### src/rtl/seg_display_arbiter.sv
// Round-robin arbiter sharing one 4-digit seven-segment display among three sources.
// Optional score preemption is enabled by defining SEG_ARB_PREEMPT_EN.
module seg_display_arbiter #(
   parameter int unsigned HOLD_CYCLES = 10000000,
   parameter int unsigned CNT_W       = 24,
   parameter logic [15:0] IDLE_DATA   = 16'h0000
) (
   input  logic        clk,
   input  logic        reset,
   input  logic [2:0]  req,
   input  logic [15:0] src0_data,
   input  logic [15:0] src1_data,
   input  logic [15:0] src2_data,
   output logic [2:0]  grant,
   output logic [1:0]  active_src,
   output logic        busy,
   output logic [15:0] disp_data
);

   typedef enum logic {IDLE, SHOW} state_e;

   localparam int unsigned HOLD_EFF = (HOLD_CYCLES == 0) ? 1 : HOLD_CYCLES;
   localparam logic [CNT_W-1:0] RELOAD = CNT_W'(HOLD_EFF - 1);

   state_e           state_q, state_d;
   logic [2:0]       grant_q, grant_d;
   logic [1:0]       active_q, active_d;
   logic [1:0]       prio_q, prio_d;
   logic [15:0]      disp_q, disp_d;
   logic [CNT_W-1:0] cnt_q, cnt_d;

   logic             do_load;
   logic [1:0]       load_idx;
   logic [1:0]       win;

   // First requester found searching upward (mod 3) from start.
   function automatic logic [1:0] rr_pick(input logic [2:0] r,
                                          input logic [1:0] start);
      logic [1:0] idx;
      rr_pick = start;
      for (int k = 2; k >= 0; k--) begin
         idx = 2'((int'(start) + k) % 3);
         if (r[idx]) rr_pick = idx;
      end
   endfunction

   function automatic logic [15:0] src_mux(input logic [1:0] idx,
                                           input logic [15:0] d0,
                                           input logic [15:0] d1,
                                           input logic [15:0] d2);
      unique case (idx)
         2'd1:    src_mux = d1;
         2'd2:    src_mux = d2;
         default: src_mux = d0;
      endcase
   endfunction

   assign win = rr_pick(req, prio_q);

   // State and datapath registers; reset aborts any tenure at once.
   always_ff @(posedge clk) begin
      if (!reset) begin
         state_q  <= IDLE;
         grant_q  <= 3'b000;
         active_q <= 2'd0;
         prio_q   <= 2'd0;
         disp_q   <= IDLE_DATA;
         cnt_q    <= '0;
      end else begin
         state_q  <= state_d;
         grant_q  <= grant_d;
         active_q <= active_d;
         prio_q   <= prio_d;
         disp_q   <= disp_d;
         cnt_q    <= cnt_d;
      end
   end

   // Next state: arbitration, tenure countdown and winner loading.
   always_comb begin
      state_d  = state_q;
      grant_d  = grant_q;
      active_d = active_q;
      prio_d   = prio_q;
      disp_d   = disp_q;
      cnt_d    = cnt_q;
      do_load  = 1'b0;
      load_idx = win;

      unique case (state_q)
         IDLE: begin
            if (|req) do_load = 1'b1;
         end
         SHOW: begin
            if (req[active_q])
               disp_d = src_mux(active_q, src0_data, src1_data, src2_data);
            if (cnt_q != '0) begin
               cnt_d = cnt_q - 1'b1;
            end else if (req == 3'b000) begin
               state_d = IDLE;
               grant_d = 3'b000;
            end else if (win != active_q) begin
               do_load = 1'b1;
            end
`ifdef SEG_ARB_PREEMPT_EN
            // Score display jumps the queue whenever another source is shown.
            if (req[0] && active_q != 2'd0) begin
               do_load  = 1'b1;
               load_idx = 2'd0;
            end
`endif
         end
         default: state_d = IDLE;
      endcase

      if (do_load) begin
         state_d  = SHOW;
         grant_d  = 3'b001 << load_idx;
         active_d = load_idx;
         cnt_d    = RELOAD;
         disp_d   = src_mux(load_idx, src0_data, src1_data, src2_data);
         prio_d   = (load_idx == 2'd2) ? 2'd0 : load_idx + 2'd1;
      end
   end

   // Outputs come straight from registers.
   always_comb begin
      grant      = grant_q;
      active_src = active_q;
      busy       = |grant_q;
      disp_data  = disp_q;
   end

endmodule

### config.mk
export PLATFORM = sky130hd
export DESIGN_NAME = seg_display_arbiter
export DESIGN_NICKNAME = d
export VERILOG_FILES = /design/src/rtl/seg_display_arbiter.sv
export SDC_FILE = /design/constraint.sdc
export NUM_CORES = 1
export LEC_CHECK = 0
export BUFFER_PORTS_ARGS = -buffer_cell sky130_fd_sc_hd__buf_4
export CAP_MARGIN = 5
export CORE_MARGIN = 3
export CORE_UTILIZATION = 55
export DETAILED_ROUTE_END_ITERATION = 16
export GPL_TIMING_DRIVEN = 0
export PLACE_DENSITY = 0.81
export SYNTH_ARGS = -nofsm -noshare
export SYNTH_HDL_FRONTEND = slang
export SYNTH_SLANG_ARGS = --single-unit
### constraint.sdc
create_clock -name clk -period 4.05 [get_ports clk]
set_clock_uncertainty 0.05 [all_clocks]
set_input_delay 0.6075 -clock clk [delete_from_list [all_inputs] [get_ports clk]]
set_output_delay 0.6075 -clock clk [all_outputs]
set_load 0.05 [all_outputs]
# Word level (Yosys, flattened, before mapping)
# Index checks and enable logic that the tools add are counted.
[classes]
div_mod_pow = 3
n_lt_le_gt_ge = 4
shifts = 1
reduce_logical = 13
muxes = 33
n_addsub = 4
bitwise = 2
eq_ne = 6
[ops]
columns = ["operator", "n"]
rows = [
  ["$mux 24", 3],
  ["$mod 32x3->32 const B", 2],
  ["$pmux 16 s2", 2],
  ["$mux 16", 3],
  ["$mod 3x3->32 const B", 1],
  ["$reduce_bool 24->1", 1],
  ["$sub 24x1->24 const B", 1],
  ["$lt 2x3->1 const B", 4],
  ["$mux 1", 12],
  ["$mux 3", 4],
  ["$bmux 1 s2", 4],
  ["$mux 2", 4],
  ["$reduce_bool 2->1", 4],
  ["$reduce_and 2->1", 3],
  ["$reduce_or 3->1", 2],
  ["$eq 2x1->1 const B", 2],
  ["$eq 2x2->1 const B", 2],
  ["$add 2x1->3 const B", 1],
  ["$add 2x2->3 const B", 1],
  ["$logic_not 3->1", 1],
  ["$reduce_and 3->1", 1],
  ["$shl 1x2->3 const A", 1],
  ["$add 2x1->2 const B", 1],
  ["$ne 2x2->1", 1],
  ["other kinds (4)", 5],
]
[word_totals]
register_bits = 48
wordCells = 73

# Logic depth before layout (Yosys ltp)
# Gate-level depths: netlist of run 1.
[depth]
ltp_word = 14
depth_mapped = 15

# Least setup slack after synthesis of run 1
# No wires, ideal clock.
[synth_path]
kind = "register -> register"
from = "register prio_q[0]"
to = "register disp_q[10], in the netlist disp_data[10]"
n_path_buf = 3
arrival_time_ns = 2.721
setup_slack_ns = 1.207
stages_incl_launch_ff = 15
path_cell_list = "dfxtp_1 -> inv_1 -> ha_1 -> buf_2 -> nand2_1 -> a22o_1 -> or2_1 -> a31oi_1 -> ha_1 -> clkbuf_1 -> clkbuf_1 -> a22oi_1 -> o21ai_0 -> nand2_1 -> mux2i_1"
[synth_via]
elab_chain_len = 14
word_cells_on_any_way = 26
classes_between = "2 x add/sub; 3 x div; 3 x eq/ne; 15 x mux; 3 x reduce/logical"
[synth_lines]
columns = ["element", "line_no", "text"]
rows = [
  ["from (decl)", "28", "logic [1:0] prio_q, prio_d;"],
  ["from (signal assigned)", "73", "prio_q <= prio_d;"],
  ["$add 2x2->3", "42", "idx = 2'((int'(start) + k) % 3);"],
  ["$mod 32x3->32", "42", ""],
  ["$bmux 1 s2", "43", "if (r[idx]) rr_pick = idx;"],
  ["$mux 1 (not written as such)", "43", ""],
  ["$mux 2 (2 in a row)", "43", ""],
  ["$mux 2 (*)", "43", ""],
  ["named net load_idx[0]", "33", "logic [1:0] load_idx;"],
  ["$ne 2x2->1", "102", "end else if (win != active_q) begin"],
  ["$mux 1", "102", ""],
  ["$mux 1", "99", "end else if (req == 3'b000) begin"],
  ["$mux 1", "97", "if (cnt_q != '0) begin"],
  ["$pmux 1 s2", "90", "unique case (state_q)"],
  ["$reduce_bool 2->1 (no line)", "--", ""],
  ["$reduce_and 2->1 (no line)", "--", ""],
  ["to (signal assigned)", "74", "disp_q <= disp_d;"],
  ["to (decl)", "29", "logic [15:0] disp_q, disp_d;"],
]
# The timed path passes the listed nets; every way through them passes the cells marked *. The select of a mux whose other input is x is not followed.
# A chain may end at the register's enable or synchronous reset.

# Worst setup path in the final report of run 1
[layout_path]
from = "register prio_q[0]"
to = "register disp_q[11], in the netlist disp_data[11]"
# The elaborated chain is that of the path after synthesis.

==> run metrics, run 1 <==
Hold Path Cell Cnt=2; CP cell instances=inv_1 > ha_1 > buf_2 > or2_1 > a32oi_1 > a31oi_1 > inv_1 > ha_1 > clkbuf_1 > clkbuf_1 > a22oi_1 > o21ai_0 > nand2_1 > mux2i_1; maximum number of pins on one net before global-route repair=16; sequential share of the synthesized area=0.278; Rows=28; Post-Syn Instances=419; Power Density=slightly below 600 mW/mm^2; fin. max-slew vios=0; commonest non-fill, non-tap cell in the layout=nand2_1; outcome=completed; R2R Setup Slk=roughly 0.43 ns; HP Class=flop to flop; R2R Path End=disp_data[11]; CP Max Fanout=10; Inst Count DP=566; Synth-to-Final Area Change=20.9%; Post-synth ARST share=0; Post-Route Setup TNS=0 ns; postcts setup bufs=0; CP arrival=around 3.8 ns; CP max stage cell=clkbuf_1; critical path's largest stage delay=between 0.4 and 0.5 ns; total number of vias=3371; fin util=0.697; synthesized flop and latch total=between 40 and 50; # clock sinks=48; deepest clock path buffer count=2; die height=between 80 and 90 um; synth unique cells=56; Slew headroom=0.451; clock buffer count from CTS=5; leakage power=around 0.0018 uW; first-pass GRT wire length=~15000 um; H-tree levels=2; maximum vdd drop=about 0.49 mV; most frequent cells in the layout=85 x nand2_1, 73 x buf_4, 48 x dfxtp_1; Final Cycle Share=0.893; Placer Congestion=approximately 0.84; CTS tree=yes; crit end category=flop; path depth of the worst reg2reg path=14; DP Worst Slack=slightly above 0.5 ns; Yosys warnings=0; CTS resizes=0; Via density=~5.9; Initial Utilization=0.577; Mapped Area=0.00345 mm^2; Detailed Route WL=8910 um; layout cell share with drive strength beyond 1=0.251; # diodes=0; wire length per cell=~16 um; latest clock arrival within the worst-skew pair=approximately 0.30 ns; Req. time, crit path=roughly 4.2 ns; crit path buf inv count=5; DRC viols=0; Clock Tree Root=clkbuf_8; non-filler instance count after layout=574; Peak Freq=approximately 280 MHz; antenna violations before repair=0; die footprint=~0.0073 mm^2; predominant post-synthesis flop cell=dfxtp_1; HP Start=grant[2]; final hold vios=0; final setup fails=0; Pre-Repair DR Iteration Count=5; met1 Resource Use GR=0.292; crit path setup slack, layout=around 0.43 ns; vias in the first global route=between 3k and 4k; GRT busiest layer=met2; Worst Setup Start Kind=flop; MaxCap Viol Count=0; min Tclk post-route=3.62 ns; Port Buffers=72; worst slew pin tran=0.819 ns; Largest delay share family, worst path=buffers and inverters; die width=between 80 and 90 um; syn nets=around 480; io pins=75; r2r startpoint=prio_q[0]; drt initial violations=just over 200; Post-CTS Hold Fix Bufs=0; core area=about 0.006 mm^2; M3 GR Usage=0.0427; HPWL after DPL=between 6000 and 7000 um; Setup CP Type=flop to flop; Final #Nets=563; post-synthesis average cell area=roughly 8 um^2; Worst Hold End=grant[2]; grt ovf=0; M2 GR Usage=0.441; clock slew at reported path FFs=approximately 0.10 ns; antenna-violating nets left=0; RSZ-0062 raised after global routing=false; Post-synth EDFFs=0; overall routing resource usage=0.240
-- how the worst max path moves through the flow --
stage          startpoint             to  slack, ns  cells past startpoint
2_1_floorplan   prio_q[0]  disp_data[10]       1.21                     14
3_3_place_gp    prio_q[0]  disp_data[12]       0.63                     14
4_1_cts         prio_q[0]  disp_data[11]       0.49                     14
6_report        prio_q[0]  disp_data[11]       0.43                     14
5_1_grt         prio_q[0]  disp_data[11]       0.19                     14
3_5_place_dp    prio_q[0]  disp_data[11]       0.51                     14
-- tightest hold or removal path, stage by stage, from the launching register on --
cell and delay [ns]:
dfxtp_1 0.34, nand2_1 0.06, mux2i_1 0.05
-- state kept, by name, summed over array words and instances, names as in the netlist --
signal,flops
active_src,2
cnt_q,24
disp_data,16
grant,3
prio_q,2
state_q,1
-- area by class of cell --
type                    count  area, um^2
multi-input cells         329        2290
fillers                   500        1810
flip-flops and latches     48         961
repair buffers             72         541
plain buffers              31         158
well taps                  75        93.8
clock buffers               5        68.8
inverters                  11        41.3
clock inverters             3        18.8
-- stage by stage --
step	total power, uW	hold slack [ns]	instance area (um^2)
2_1_floorplan	1740	0.415	3450
3_3_place_gp	2100	0.419	4090
3_5_place_dp	2140	0.427	4090
4_1_cts	2430	0.442	4180
5_1_grt	2590	0.477	4180
6_report	2440	0.437	4180
-- cell usage after synthesis (2+ instances only) --
cell      instances  area, um^2
a22oi_1          32         240
a31oi_1           3        18.8
a32oi_1           2        17.5
and2_1            2        12.5
and4_1            2        17.5
buf_2             4        20.0
buf_6             2        22.5
clkbuf_1         22        82.6
dfxtp_1          48         961
ha_1             12         150
inv_1            11        41.3
mux2_2           17         191
mux2i_1          25         250
nand2_1          85         319
nand2b_1          2        12.5
nand3_1           4        20.0
nand3b_1          3        22.5
nand4_1           3        18.8
nor2_1           13        48.8
nor2b_1           7        43.8
nor3_1            6        30.0
nor3_2            9        90.1
nor4_1            3        18.8
nor4b_1           2        17.5
o2111a_1          4        45.0
o211a_1           3        30.0
o21a_1            7        52.6
o21ai_0          35         175
o31ai_1           2        15.0
or2_1             2        12.5
or3_1             6        37.5
or4_1             2        15.0
xnor2_1           8        70.1
xor2_1            9        78.8
-- power breakdown --
| part | leakage, uW | total, uW | internal, uW | switching, uW |
|---|---|---|---|---|
| clock network | 0.0000479 | 295 | 121 | 174 |
| registers | 0.000395 | 653 | 573 | 79.8 |
| logic | 0.00131 | 1490 | 552 | 940 |
-- kinds of logic after synthesis --
group / count (synthesis) / synth area share
muxes: 42 / 0.128
buffers and inverters: 42 / 0.0576
DFF: 48 / 0.278
and+or+nand+nor: 156 / 0.229
AOI/OAI and AO/OA: 102 / 0.221
xor gates and xnor gates: 17 / 0.0431
adders and majority gates: 12 / 0.0435
-- routing by layer --
| metal | share of wire | vias to the layer above | wire length, um |
|---|---|---|---|
| li1 | - | 1655 | - |
| met1 | 0.42 | 1589 | 3780 |
| met2 | 0.51 | 121 | 4540 |
| met3 | 0.058 | 6 | 520 |
| met4 | 0.0080 | 0 | 71 |
| met5 | 0 | - | 0 |
Power figures use the tool's default switching activity.
==> run 2: changes to the inputs <==
--- a/config.mk
+++ b/config.mk
@@ -7,7 +7,7 @@
 export LEC_CHECK = 0
 export BUFFER_PORTS_ARGS = -buffer_cell sky130_fd_sc_hd__buf_4
 export CAP_MARGIN = 5
-export CORE_MARGIN = 3
+export CORE_MARGIN = 2
 export CORE_UTILIZATION = 55
 export DETAILED_ROUTE_END_ITERATION = 16
 export GPL_TIMING_DRIVEN = 0
==> run metrics, run 2 (synthesis gave the netlist of run 1 again) <==
Pre-Repair DR Iteration Count=5; Final Cycle Share=0.901; CTS resizes=0; total number of vias=about 3.4k; clock slew at reported path FFs=about 0.1 ns; Post-CTS Hold Fix Bufs=0; Worst Setup Start Kind=flop; grt ovf=0; worst slew pin tran=roughly 0.84 ns; DRC viols=0; Power Density=between 500 and 600 mW/mm^2; Largest Register=cnt_q; die width=about 83 um; overall routing resource usage=0.266; # diodes=0; maximum vdd drop=0.392 mV; antenna-violating nets left=0; Inst Count DP=about 570; die footprint=between 0.006 and 0.007 mm^2; crit path setup slack, layout=0.399 ns; Setup CP Type=flop to flop; fin. max-slew vios=0; crit path buf inv count=4; Final Instance Area=approximately 0.0042 mm^2; postcts setup bufs=0; crit end category=flop; Final #Nets=roughly 560; HP Class=flop to flop; CP Max Fanout=10; most frequent cells in the layout=85 x nand2_1, 73 x buf_4, 48 x dfxtp_1; Via density=5.88; Placed Instance Area=0.00409 mm^2; RSZ-0062 raised after global routing=false; commonest non-fill, non-tap cell in the layout=nand2_1; Largest delay share family, worst path=buffers and inverters; vias in the first global route=between 3k and 4k; Port Buffers=roughly 70; maximum number of pins on one net before global-route repair=16; min Tclk post-route=3.65 ns; deepest clock path buffer count=2; Detailed Route WL=approximately 9200 um; MaxCap Viol Count=0; Post-Route Setup TNS=0 ns; Synth-to-Final Area Change=21.6%; CP cell instances=inv_1 > ha_1 > buf_2 > nand2_1 > a22o_1 > or2_1 > a31oi_1 > ha_1 > clkbuf_1 > clkbuf_1 > a22oi_1 > o21ai_0 > nand2_1 > mux2i_1; CTS tree=yes; leakage power=0.00176 uW; CP max stage cell=clkbuf_1; Initial Utilization=0.577; Clock Tree Root=clkbuf_8; DP Worst Slack=about 0.49 ns; Req. time, crit path=approximately 4.3 ns; final hold vios=0; Peak Freq=274 MHz; # clock sinks=48; Placer Congestion=between 0.8 and 0.9; non-filler instance count after layout=574; antenna violations before repair=0; drt initial violations=190; die height=83.3 um; latest clock arrival within the worst-skew pair=about 0.31 ns; final setup fails=0; H-tree levels=2; layout cell share with drive strength beyond 1=0.251; HPWL after DPL=between 6000 and 7000 um; critical path's largest stage delay=0.46 ns; max reg flops=24; clock buffer count from CTS=5; wire length per cell=roughly 16 um; Rows=28; Slew headroom=0.438; core area=0.00599 mm^2; CP arrival=between 3 and 4 ns; first-pass GRT wire length=around 15000 um; io pins=75; outcome=completed
-- run 2: worst min-delay path, delay by kind of cell, from the launching register on --
kind | cells | cell delay [ns]
flops | 1 | 0.34
mux | 1 | 0.06
simple gates | 1 | 0.07
-- run 2: path summary, 6_finish.rpt --
check	from	to	slack (ns)	depth (start not counted)
worst max register to register	prio_q[0]	disp_data[10]	0.40	14
worst max-delay path	prio_q[0]	disp_data[10]	0.40	14
worst min register to register	grant[2]	grant[2]	0.45	2
worst min-delay path	grant[2]	grant[2]	0.45	2
-- run 2: through the flow --
step | power (uW) | hold slack [ns] | utilization
2_1_floorplan | 1740 | 0.415 | -
3_3_place_gp | 2110 | 0.419 | 0.683
3_5_place_dp | 2150 | 0.443 | 0.683
4_1_cts | 2500 | 0.455 | 0.701
5_1_grt | 2680 | 0.487 | 0.701
6_report | 2510 | 0.452 | 0.701
-- run 2: metal layers --
| layer | part of all wire | global-route usage | vias up |
|---|---|---|---|
| li1 | - | - | 1657 |
| met1 | 0.41 | 0.308 | 1586 |
| met3 | 0.064 | 0.0567 | 22 |
| met2 | 0.50 | 0.481 | 112 |
| met4 | 0.020 | 0.0954 | 0 |
| met5 | 0 | 0 | - |
-- run 2: power by group --
group	switching, uW	internal [uW]
logic	957	554
registers	78.6	573
clock network	169	183
-- run 2: layout make-up --
type	count	area [um^2]
plain buffers	31	158
flip-flops and latches	48	961
multi-input cells	329	2290
well taps	75	93.8
clock buffers	5	68.8
fillers	483	1790
clock inverters	3	42.5
repair buffers	72	541
inverters	11	41.3
